**src/rtl/adc_seq_pkg.sv**
```systemverilog
// adc_seq_pkg
// Purpose : shared definitions for the dual-slope ADC sequencer. Holds the
//           FSM state encoding, the err_o result codes, the default timing
//           constants and a small helper for sizing the phase counter.
// Ports   : none (package).
package adc_seq_pkg;

  typedef enum logic [2:0] {
    ST_IDLE  = 3'd0,
    ST_AZ    = 3'd1,
    ST_INT   = 3'd2,
    ST_DEINT = 3'd3,
    ST_DONE  = 3'd4
  } state_e;

  typedef enum logic [1:0] {
    ERR_OK  = 2'b00,
    ERR_OVR = 2'b01,
    ERR_REF = 2'b10,
    ERR_TMO = 2'b11
  } err_e;

  localparam int T_AZ_DEF        = 64;
  localparam int T_INT_DEF       = 1024;
  localparam int T_DEINT_MAX_DEF = 4095;
  localparam int CNT_W_DEF       = 12;

  localparam logic [2:0] RANGE_MAX = 3'd7;

  function automatic int max3(input int a, input int b, input int c);
    int m;
    m = (a > b) ? a : b;
    return (m > c) ? m : c;
  endfunction

endpackage

```
**src/rtl/adc_sequencer_sync.sv**
```systemverilog
// sync2
// Purpose : W-bit two-flop synchronizer for asynchronous status inputs.
//           Each bit is synchronized independently; no bus coherency is implied.
// Ports   : clk_i  - destination clock
//           rst_i  - synchronous active-high reset, clears both stages
//           d_i    - asynchronous inputs [W-1:0]
//           q_o    - synchronized outputs [W-1:0], two clk_i cycles of latency
module sync2 #(
  parameter int W = 1
) (
  input  logic         clk_i,
  input  logic         rst_i,
  input  logic [W-1:0] d_i,
  output logic [W-1:0] q_o
);

  logic [W-1:0] meta_q, meta_d;
  logic [W-1:0] sync_q, sync_d;

  always_comb begin
    meta_d = d_i;
    sync_d = meta_q;
  end

  always_ff @(posedge clk_i) begin
    if (rst_i) begin
      meta_q <= '0;
      sync_q <= '0;
    end else begin
      meta_q <= meta_d;
      sync_q <= sync_d;
    end
  end

  assign q_o = sync_q;

endmodule

```
**src/rtl/adc_sequencer.sv**
```systemverilog
// adc_sequencer
// Purpose : dual-slope ADC conversion sequencer. Runs auto-zero, a fixed
//           integrate phase and a timed de-integrate phase, with optional
//           range step-up on integrator saturation.
// Ports   : clk_i, rst_i                 - clock, synchronous active-high reset
//           start_i, abort_i             - conversion request / cancel pulses
//           cfg_afe_sel_i, cfg_range_i   - channel and starting range
//           cfg_autorange_i              - allow range step-up on overrange
//           comp_i, sat_hi_i, sat_lo_i,
//           ref_ok_i                     - asynchronous AFE status inputs
//           afe_sel_o, range_sel_o,
//           afe_reset_o, ref_sign_o      - AFE controls
//           busy_o                       - conversion in progress
//           result_o, result_sign_o,
//           result_range_o, err_o        - last conversion result (held)
//           result_valid_o               - one-cycle result strobe
module adc_sequencer
  import adc_seq_pkg::*;
#(
  parameter int T_AZ        = T_AZ_DEF,
  parameter int T_INT       = T_INT_DEF,
  parameter int T_DEINT_MAX = T_DEINT_MAX_DEF,
  parameter int CNT_W       = CNT_W_DEF
) (
  input  logic             clk_i,
  input  logic             rst_i,
  input  logic             start_i,
  input  logic             abort_i,
  input  logic [1:0]       cfg_afe_sel_i,
  input  logic [2:0]       cfg_range_i,
  input  logic             cfg_autorange_i,
  input  logic             comp_i,
  input  logic             sat_hi_i,
  input  logic             sat_lo_i,
  input  logic             ref_ok_i,
  output logic [1:0]       afe_sel_o,
  output logic [2:0]       range_sel_o,
  output logic             afe_reset_o,
  output logic             ref_sign_o,
  output logic             busy_o,
  output logic [CNT_W-1:0] result_o,
  output logic             result_sign_o,
  output logic [2:0]       result_range_o,
  output logic [1:0]       err_o,
  output logic             result_valid_o
);

  // Wide enough for the longest phase so the counter can never wrap.
  localparam int CW = $clog2(max3(T_AZ, T_INT, T_DEINT_MAX) + 1);

  logic [3:0] sync_s;
  logic       comp_s, sat_s, ref_ok_s;

  sync2 #(.W(4)) u_sync (
    .clk_i (clk_i),
    .rst_i (rst_i),
    .d_i   ({comp_i, sat_hi_i, sat_lo_i, ref_ok_i}),
    .q_o   (sync_s)
  );

  assign comp_s   = sync_s[3];
  assign sat_s    = sync_s[2] | sync_s[1];
  assign ref_ok_s = sync_s[0];

  state_e           state_q, state_d;
  logic [CW-1:0]    cnt_q, cnt_d;
  logic [1:0]       afe_sel_q, afe_sel_d;
  logic [2:0]       range_sel_q, range_sel_d;
  logic             ovr_q, ovr_d;
  logic             ref_sign_q, ref_sign_d;
  logic [CNT_W-1:0] result_q, result_d;
  logic             result_sign_q, result_sign_d;
  logic [2:0]       result_range_q, result_range_d;
  logic [1:0]       err_q, err_d;
  logic             busy_q, busy_d;
  logic             afe_reset_q, afe_reset_d;

  always_comb begin
    state_d        = state_q;
    cnt_d          = cnt_q;
    afe_sel_d      = afe_sel_q;
    range_sel_d    = range_sel_q;
    ovr_d          = ovr_q;
    ref_sign_d     = ref_sign_q;
    result_d       = result_q;
    result_sign_d  = result_sign_q;
    result_range_d = result_range_q;
    err_d          = err_q;

    if (abort_i && (state_q != ST_IDLE)) begin
      // Cancelled conversions leave the previous result untouched.
      state_d = ST_IDLE;
      cnt_d   = '0;
      ovr_d   = 1'b0;
    end else begin
      case (state_q)
        ST_IDLE: begin
          cnt_d = '0;
          ovr_d = 1'b0;
          if (start_i && !abort_i) begin
            if (!ref_ok_s) begin
              state_d        = ST_DONE;
              result_d       = '0;
              result_range_d = range_sel_q;
              err_d          = ERR_REF;
            end else begin
              afe_sel_d   = cfg_afe_sel_i;
              range_sel_d = cfg_range_i;
              state_d     = ST_AZ;
            end
          end
        end
        ST_AZ: begin
          if (cnt_q == CW'(T_AZ - 1)) begin
            cnt_d   = '0;
            state_d = ST_INT;
          end else begin
            cnt_d = cnt_q + CW'(1);
          end
        end
        ST_INT: begin
          if (sat_s) begin
            ovr_d = 1'b1;
          end
          if (cnt_q == CW'(T_INT - 1)) begin
            cnt_d         = '0;
            ref_sign_d    = comp_s;
            result_sign_d = comp_s;
            // Saturation in the final cycle counts as well.
            if (ovr_q || sat_s) begin
              if (cfg_autorange_i && (range_sel_q != RANGE_MAX)) begin
                range_sel_d = range_sel_q + 3'd1;
                ovr_d       = 1'b0;
                state_d     = ST_AZ;
              end else begin
                state_d        = ST_DONE;
                result_d       = '0;
                result_range_d = range_sel_q;
                err_d          = ERR_OVR;
              end
            end else begin
              state_d = ST_DEINT;
            end
          end else begin
            cnt_d = cnt_q + CW'(1);
          end
        end
        ST_DEINT: begin
          // A crossing seen in the same cycle the limit is hit still counts.
          if (comp_s != ref_sign_q) begin
            state_d        = ST_DONE;
            result_d       = CNT_W'(cnt_q);
            result_range_d = range_sel_q;
            err_d          = ERR_OK;
          end else if (cnt_q == CW'(T_DEINT_MAX)) begin
            state_d        = ST_DONE;
            result_d       = CNT_W'(T_DEINT_MAX);
            result_range_d = range_sel_q;
            err_d          = ERR_TMO;
          end else begin
            cnt_d = cnt_q + CW'(1);
          end
        end
        ST_DONE: begin
          state_d = ST_IDLE;
        end
        default: begin
          state_d = ST_IDLE;
          cnt_d   = '0;
        end
      endcase
    end

    // Registered decodes of the next state keep these AFE-facing lines glitch free.
    busy_d      = (state_d == ST_AZ) || (state_d == ST_INT) || (state_d == ST_DEINT);
    afe_reset_d = (state_d == ST_IDLE) || (state_d == ST_AZ) || (state_d == ST_DONE);
  end

  always_ff @(posedge clk_i) begin
    if (rst_i) begin
      state_q        <= ST_IDLE;
      cnt_q          <= '0;
      afe_sel_q      <= '0;
      range_sel_q    <= '0;
      ovr_q          <= 1'b0;
      ref_sign_q     <= 1'b0;
      result_q       <= '0;
      result_sign_q  <= 1'b0;
      result_range_q <= '0;
      err_q          <= ERR_OK;
      busy_q         <= 1'b0;
      afe_reset_q    <= 1'b1;
    end else begin
      state_q        <= state_d;
      cnt_q          <= cnt_d;
      afe_sel_q      <= afe_sel_d;
      range_sel_q    <= range_sel_d;
      ovr_q          <= ovr_d;
      ref_sign_q     <= ref_sign_d;
      result_q       <= result_d;
      result_sign_q  <= result_sign_d;
      result_range_q <= result_range_d;
      err_q          <= err_d;
      busy_q         <= busy_d;
      afe_reset_q    <= afe_reset_d;
    end
  end

  assign afe_sel_o      = afe_sel_q;
  assign range_sel_o    = range_sel_q;
  assign afe_reset_o    = afe_reset_q;
  assign ref_sign_o     = ref_sign_q;
  assign busy_o         = busy_q;
  assign result_o       = result_q;
  assign result_sign_o  = result_sign_q;
  assign result_range_o = result_range_q;
  assign err_o          = err_q;
  assign result_valid_o = (state_q == ST_DONE);

endmodule

```
**config.mk**
```make
export PLATFORM = sky130hd
export DESIGN_NAME = adc_sequencer
export DESIGN_NICKNAME = d
export VERILOG_FILES = /design/src/rtl/adc_seq_pkg.sv /design/src/rtl/adc_sequencer_sync.sv /design/src/rtl/adc_sequencer.sv
export SDC_FILE = /design/constraint.sdc
export NUM_CORES = 1
export LEC_CHECK = 0
export CAP_MARGIN = 20
export CORE_MARGIN = 2
export CORE_UTILIZATION = 55
export CTS_BUF_LIST = sky130_fd_sc_hd__clkbuf_8
export DETAILED_ROUTE_END_ITERATION = 10
export PLACE_DENSITY = 0.87
export SLEW_MARGIN = 5
export SYNTH_ARGS = -nofsm -noshare
export SYNTH_HDL_FRONTEND = slang
export SYNTH_HIERARCHICAL = 1
export SYNTH_SLANG_ARGS = --single-unit
export TNS_END_PERCENT = 10
```
**constraint.sdc**
```tcl
create_clock -name clk_i -period 5.5 [get_ports clk_i]
set_clock_uncertainty 0.05 [all_clocks]
set_input_delay 0.825 -clock clk_i [delete_from_list [all_inputs] [get_ports clk_i]]
set_output_delay 0.825 -clock clk_i [all_outputs]
set_load 0.01 [all_outputs]
```
==> results of run 1 <==
==> critical path: stages, from the launching register on <==
cell and delay (ns):
dfxtp_1 0.56, or3b_2 0.59, inv_1 0.11, clkdlybuf4s50_1 0.53
==> final timing paths <==
| kind | endpoint | slack, ns | cells past startpoint |
|---|---|---|---|
| setup / recovery | result_valid_o | 2.53 | 3 |
| hold / removal | u_sync/q_o[3]$_SDFF_PP0_ | 0.40 | 1 |
| setup reg to reg | result_o[7]$_SDFFE_PP0P_ | 2.97 | 5 |
| hold reg to reg | u_sync/q_o[3]$_SDFF_PP0_ | 0.40 | 1 |
==> synthesized netlist by cell type, drive strengths merged <==
cell	number	area, sq um
o211ai	1	7.51
o211a	1	17.5
a32oi	1	8.76
xor2	1	8.76
o21a	1	7.51
o31ai	4	35.0
nand3b	1	7.51
dfxtp	49	981
a31o	1	8.76
nor4b	1	8.76
or3b	2	17.5
clkbuf	9	35.0
nand4b	1	8.76
a21o	1	7.51
o2111ai	13	114
nand2	10	37.5
a311oi	4	35.0
or3	4	25.0
and3	1	6.26
and4	4	35.0
a2111oi	2	23.8
a211o	2	17.5
a31oi	1	21.3
nor2b	9	56.3
xnor2	10	95.1
ha	3	37.5
nand2b	2	12.5
nand3	7	35.0
nor3	3	15.0
a21oi	32	160
inv	5	18.8
buf	14	81.3
nor4	1	6.26
nor2	22	82.6
o21ai	25	125
mux2i	6	60.1
nand4	8	50.1
and2	3	18.8
==> per-stage QoR <==
step	cell area, sq um	std cells	worst slack (ns)
after floorplan	2330	265	3.39
after global placement	2680	333	2.25
after detailed placement	2680	333	2.22
after CTS	2800	341	2.52
after global routing	2800	341	2.28
final	2800	341	2.53
==> per-layer routing <==
metal | part of all wire | routed length, um | vias to the layer above
met5 | 0 | 0 | -
met4 | 0.016 | 82 | 0
met3 | 0.055 | 284 | 9
met2 | 0.46 | 2370 | 57
met1 | 0.47 | 2470 | 955
li1 | - | - | 1021
==> registers in the layout (all words and copies together), names as in the netlist, 3 cells and up <==
name and flops:
cnt_q 12, u_sync/meta_q 4, state_q 3, result_range_o 3, result_o 12, range_sel_o 3
u_sync/q_o 4
==> cells by family after synthesis <==
family / count (synthesis) / share of synthesized area
mux: 6 / 0.0258
compound gates: 89 / 0.253
buf+inv: 28 / 0.0580
fa+ha+maj: 3 / 0.0161
xor+xnor: 11 / 0.0446
flops: 49 / 0.421
simple gates: 79 / 0.182
==> layout make-up <==
| cell class | instances | area, sq um |
|---|---|---|
| sequential | 49 | 981 |
| clock inverter | 2 | 33.8 |
| fill | 337 | 1230 |
| clock buffer | 6 | 82.6 |
| multi-input combinational | 188 | 1210 |
| tap | 50 | 62.6 |
| inverter | 5 | 18.8 |
| timing repair buffer | 41 | 408 |
==> power breakdown <==
part	switching (mW)	total [mW]	leakage, nW	internal [mW]
clock	0.117	0.263	0.0626	0.146
combinational	0.0199	0.0380	0.483	0.0181
sequential	0.00371	0.363	0.397	0.359
==> results.md, run 1 <==
* Via density at approximately 6.0
* Fin crit period at between 2 and 3 ns
* Setup tns final at 0 ns
* Pins Over Slew Limit at 0
* Met1 Usage GRT at 0.301
* Final nets at 307
* Cell variety after synth at 47
* CTS clk-pin slew, worst paths at roughly 0.090 ns
* Power Dens Cells at ~240 mW/mm^2
* Antenna viol nets, final at 0
* Initial DRC count at about 230
* WP data arrival at around 2.1 ns
* Die Span X at 69.1 um
* Max Cap Viol at 0
* Port bufs at 40
* WL/cell at 15.3 um
* Drt first pass iters at 4
* Final GP Congestion at 0.851
* Synth warnings at 6
* Post-CTS setup buffer count at 0
* First-pass GRT wire length at around 8.9 mm
* Worst-Skew Late Latency at 0.31 ns
* Number of synthesized register bits at 49
* Final worst path period share at 0.540
* Synth-to-Final Area Change at 20.2%
* Antenna Cells at 0
* Met3 Track Usage GR at 0.0526
* Gate Count Post-Synth at approximately 270
* Total power at between 600 and 700 uW
* Critical Path Fanout Max at 12
* GRT met2 Usage at 0.357
* Initial antenna violation count at 0
* Vias in the first global route at 1902
* Most common cell after layout, fill and taps aside: dfxtp_1
* Final hold violation count at 0
* Outcome: complete, no violations
* Hpwl dp at around 3.5 mm
* Cts repair resizes at 0
* Worst Setup SP: state_q[2]$_SDFF_PP0_
* Hold Slack at around 0.40 ns
* Worst Tran Pin Value at between 1 and 1.5 ns
* Mapped Nets at around 280
* Tot GR Track Use at 0.224
* H-tree lvl count at 2
* Layout cells sized above 1 at 0.0481
* CTS max path bufs at 2
* RSZ-0062 raised after global routing: false
* Crit path capture type: output pin
* Pin count of the biggest net entering global routing at 34
* CP startpoint kind: register
* Setup-failing EPs final at 0
* Most frequent cells in the layout: dfxtp_1, clkdlybuf4s50_1, a21oi_1, o21ai_0, nor2_1
* Final wirelength at roughly 5.2 mm
* Max frequency at 337 MHz
* Hold path start: u_sync/meta_q[3]$_SDFF_PP0_
* Util after Layout at 0.695
* Die footprint at roughly 0.0048 sq mm
* Mapped cell area at approximately 0.0023 sq mm
* CP Class: reg2out
* Rows at 23
* Rel. slew slack at 0.282
* CTS tree: built
* # DRC at 0
* Leak at approximately 0.94 nW
* FF-to-FF Start: state_q[0]$_SDFF_PP0_
* Total CTS buffers at 5
* Initial core utilization at 0.578
* Core box area at 0.00403 sq mm
* Avg Cell Area, Syn at slightly below 9 sq um
* Vias at about 2000
* Hold Buf Count CTS at 0
* GR Overflow Total at 0
* I/O pins at 41
* Clock root buffer master: clkbuf_8
* # clock sinks at 49
* Peak supply drop at 146 uV
* Worst min path class: reg2reg
* Die Ht at just under 70 um
* Worst path required time at between 4 and 5 ns
* Sequential fraction of the synthesis area at 0.421
* Top Usage Layer GRT: met2
Note: power is estimated with default switching activity, not from simulation.
==> run 2, diff against run 1 <==
CORE_UTILIZATION = 54   (was 55)
PLACE_DENSITY = 0.85   (was 0.87)
clock period = 3 ns   (was 5.5 ns; I/O delays follow)
==> results.md, run 2 (synthesis results as in run 1) <==
* Power Dens Cells at between 300 and 400 mW/mm^2
* GR Overflow Total at 0
* Die Ht at ~70 um
* Antenna viol nets, final at 0
* Final worst path period share at 0.863
* Drt first pass iters at 5
* Hold Buf Count CTS at 0
* Placed Cells at 336
* Final Cell Area at ~0.0028 sq mm
* Setup tns final at 0 ns
* Final wirelength at approximately 5 mm
* CP startpoint kind: register
* Worst path required time at between 2 and 3 ns
* Worst Tran Pin Value at 0.682 ns
* Post-CTS setup buffer count at 0
* Post-DP Area at 0.00271 sq mm
* CTS tree: built
* First-pass GRT wire length at 8.86 mm
* Tot GR Track Use at 0.221
* Final nets at 310
* Worst-Skew Late Latency at 0.30 ns
* Antenna Cells at 0
* Die Span X at roughly 70 um
* Final GP Congestion at approximately 0.83
* CP Class: reg2out
* Core box area at around 0.0041 sq mm
* Initial antenna violation count at 0
* Most common cell after layout, fill and taps aside: dfxtp_1
* Setup-failing EPs final at 0
* Final hold violation count at 0
* # clock sinks at 49
* Leak at 0.943 nW
* Pins Over Slew Limit at 0
* Clock root buffer master: clkbuf_8
* Rows at 23
* Die footprint at around 0.005 sq mm
* H-tree lvl count at 2
* Final Instance Count excl. Fillers at ~340
* Rel. slew slack at 0.543
* Port bufs at 40
* WP data arrival at approximately 2.1 ns
* Outcome: complete, no violations
* CTS clk-pin slew, worst paths at around 0.090 ns
* Hpwl dp at roughly 3.6 mm
* Synth-to-Final Area Change at 19.7%
* Fin crit period at ~2.6 ns
* # DRC at 0
* Initial core utilization at 0.570
* Max Cap Viol at 0
* CP max-delay cell: or3b_2
* Crit path cell chain: or3b_2 > inv_1 > clkdlybuf4s50_1
* Initial DRC count at around 200
* Critical path's largest stage delay at roughly 0.58 ns
* I/O pins at approximately 40
* Most frequent cells in the layout: dfxtp_1, clkdlybuf4s50_1, a21oi_1, o21ai_0, nor2_1
* Layout cells sized above 1 at 0.0578
* Total CTS buffers at 5
* Vias in the first global route at approximately 1900
* Peak supply drop at ~250 uV
* Total power at about 1.1 mW
* Pin count of the biggest net entering global routing at 33
* Cts repair resizes at 0
* Worst min path class: reg2reg
* Max frequency at 386 MHz
* Vias at ~2100
* WL/cell at around 15 um
* RSZ-0062 raised after global routing: false
* Crit path capture type: output pin
* Critical Path Fanout Max at 12
* CTS max path bufs at 2
* Via density at a little over 6
## run 2: layout make-up
class                      count  area (sq um)
clock buffer                   5          68.8
clock inverter                 3          13.8
fill                         341          1300
inverter                       5          18.8
multi-input combinational    188          1210
sequential                    49           981
tap                           50          62.6
timing repair buffer          44           430
## run 2: power breakdown
part	total, mW	switching [mW]	internal, mW	leakage (nW)
registers	0.665	0.00695	0.658	0.397
logic	0.0718	0.0366	0.0352	0.497
clock network	0.372	0.214	0.159	0.0491
total	1.11	0.257	0.852	0.943
## run 2: path summary, 6_finish.rpt
path | startpoint | end | slack (ns) | cells past startpoint
worst max-delay path | state_q[2]$_SDFF_PP0_ | result_valid_o | 0.41 | 3
worst min-delay path | u_sync/meta_q[0]$_SDFF_PP0_ | u_sync/q_o[0]$_SDFF_PP0_ | 0.40 | 1
worst max register to register | state_q[1]$_SDFF_PP0_ | cnt_q[11]$_SDFFE_PP0P_ | 0.62 | 5
worst min register to register | u_sync/meta_q[0]$_SDFF_PP0_ | u_sync/q_o[0]$_SDFF_PP0_ | 0.40 | 1
## run 2: worst max-delay path: cells and delay by family, from the launching register on
| family | cells | cell delay [ns] |
|---|---|---|
| and+or+nand+nor | 1 | 0.58 |
| buffers and inverters | 2 | 0.64 |
| DFF | 1 | 0.56 |
## run 2: metrics by stage
step | hold slack (ns) | worst slack, ns | utilization
after floorplan | 0.364 | 1.04 | -
after global placement | 0.371 | 0.564 | 0.662
after detailed placement | 0.376 | 0.525 | 0.662
after CTS | 0.398 | 0.415 | 0.682
after global routing | 0.422 | 0.334 | 0.682
final | 0.396 | 0.411 | 0.682
## run 2: metal layers
layer / wire length (um) / vias up / track usage
met5: 0 / - / 0
met1: 2460 / 978 / 0.301
met4: 57 / 0 / 0.0791
li1: - / 1029 / -
met2: 2320 / 87 / 0.350
met3: 304 / 7 / 0.0436
==> run 3, diff against run 2 <==
ABC_AREA = 0   (was not set)
CAP_MARGIN = not set   (was 20)
clock period = 2.4 ns   (was 3 ns; I/O delays follow)
==> results.md, run 3 (synthesis results as in run 1) <==
* Final GP Congestion at 0.871
* Initial core utilization at 0.570
* Rows at 23
* CP max-delay cell: clkdlybuf4s50_1
* WP data arrival at between 1.5 and 2 ns
* CTS max path bufs at 2
* Worst hold endpoint: u_sync/q_o[0]$_SDFF_PP0_
* Vias at between 2000 and 2500
* Critical path's largest stage delay at between 0.5 and 0.6 ns
* Synth-to-Final Area Change at 23.9%
* Levels on crit path at 3
* Hold path start: u_sync/meta_q[0]$_SDFF_PP0_
* CP bufs+invs at 2
* Placed Cells at approximately 350
* Power Dens Cells at ~480 mW/mm^2
* Family with the most delay on the worst path: buffers and inverters
* Fill cells at roughly 320
* Die footprint at 0.00486 sq mm
* Worst Tran Pin Value at 0.527 ns
* Worst path required time at just under 2 ns
* I/O pins at 41
* Via density at 6.09
* Worst reg2reg setup slack at roughly 0.26 ns
* Switching part of the total power at 0.232
* Die Span X at 69.7 um
* Critical Path Fanout Max at 11
* Clock root buffer master: clkbuf_8
* Layout cells sized above 1 at 0.101
* # DRC at 0
* Hpwl dp at just over 4 mm
* Vias in the first global route at 1923
* Final worst path period share at 0.940
* WL/cell at between 15 and 20 um
* Most common cell after layout, fill and taps aside: dfxtp_1
* Total CTS buffers at 5
* Setup-failing EPs final at 0
* Switching power at 323 uW
* Leak at 1.01 nW
* FF-to-FF Start: cnt_q[1]$_SDFFE_PP0P_
* Max frequency at roughly 440 MHz
* Int Pwr at 1.07 mW
* CTS clk-pin slew, worst paths at 0.08 ns
* Drt first pass iters at 5
* Total power at ~1.4 mW
* CP startpoint kind: register
* Final Instance Count excl. Fillers at roughly 360
* Final nets at between 300 and 400
* Max Cap Viol at 0
* H-tree lvl count at 2
* Cts repair resizes at 0
* Initial antenna violation count at 0
* Combinational power share at 0.070
* Worst R2R Path Depth at 6
* CP Class: reg2out
* Rel. slew slack at 0.645
* Worst min path class: reg2reg
* RSZ-0062 raised after global routing: false
* GR Overflow Total at 0
* Worst-Skew Late Latency at approximately 0.31 ns
* Peak supply drop at about 330 uV
* Most frequent cells in the layout: dfxtp_1, clkdlybuf4s50_1, a21oi_1, o21ai_0, nor2_1
* First-pass GRT wire length at ~9.2 mm
* Hold path cells at 1
* Core box area at between 0.004 and 0.005 sq mm
* Setup tns final at 0 ns
* Port bufs at 40
* Fin crit period at 2.26 ns
* Pins Over Slew Limit at 0
* Clock power share at 0.334
* Capturing point of the worst reg2reg path: range_sel_o[1]$_SDFFE_PP0P_
* Pin count of the biggest net entering global routing at 33
* Util after Layout at 0.706
* Hold Buf Count CTS at 0
* Antenna viol nets, final at 0
* Share of total power in sequential cells at 0.595
* Outcome: complete, no violations
* Die Ht at ~70 um
* Initial DRC count at approximately 180
* Final wirelength at between 5 and 6 mm
* Tot GR Track Use at 0.237
* Final hold violation count at 0
* # clock sinks at 49
* Crit path capture type: output pin
* CTS tree: built
* Post-CTS setup buffer count at 0
* Antenna Cells at 0
* Crit path cell chain: or3b_2 > inv_1 > clkdlybuf4s50_1
[run 3: layout make-up]
class                           count  area (sq um)  share of cell area
Timing Repair Buffer               57           528               0.183
Multi-Input combinational cell    188          1210               0.420
Sequential cell                    49           981               0.340
Tap cell                           50          62.6              0.0217
Inverter                            5          18.8             0.00650
Clock inverter                      3          13.8             0.00477
Clock buffer                        5          68.8              0.0238
[run 3: stage by stage]
step / area (sq um) / hold WS (ns) / setup WS (ns)
global route: 2890 / 0.422 / 0.0698
global placement: 2800 / 0.368 / 0.224
finish: 2890 / 0.395 / 0.145
detailed placement: 2800 / 0.380 / 0.147
floorplan: 2330 / 0.364 / 0.444
CTS: 2890 / 0.399 / 0.130
[run 3: worst reg2reg max path, delay by kind of cell (launching register included)]
kind,cells,cell delay [ns]
AO/OA/AOI/OAI,3,0.75
adder cells (fa/ha/maj),1,0.26
flip-flops,1,0.42
AND/OR/NAND/NOR,2,0.57
[run 3: power groups by stage]
stage               clock [mW]  sequential [mW]  combinational [mW]
floorplan                    0            0.848              0.0482
global placement             0            0.848              0.0955
detailed placement           0            0.848              0.0978
CTS                      0.474            0.829              0.0979
global route             0.500            0.830               0.109
finish                   0.465            0.829              0.0981
[run 3: worst max-delay path by stage]
stage,from,to,slack [ns]
finish,state_q[1]$_SDFF_PP0_,result_valid_o,0.14
global route,cnt_q[1]$_SDFFE_PP0P_,range_sel_o[1]$_SDFFE_PP0P_,0.07
CTS,cnt_q[1]$_SDFFE_PP0P_,result_o[9]$_SDFFE_PP0P_,0.13
detailed placement,start_i,result_o[6]$_SDFFE_PP0P_,0.15
global placement,cnt_q[1]$_SDFFE_PP0P_,result_o[8]$_SDFFE_PP0P_,0.22
floorplan,cnt_q[0]$_SDFFE_PP0P_,result_o[9]$_SDFFE_PP0P_,0.44
[run 3: layer usage]
metal	global-route usage	up-vias	part of all wire	wire length (um)
met3	0.0363	13	0.067	375
met4	0.107	0	0.017	97
met5	0	-	0	0
li1	-	1053	-	-
met2	0.374	95	0.47	2620
met1	0.322	1012	0.45	2500
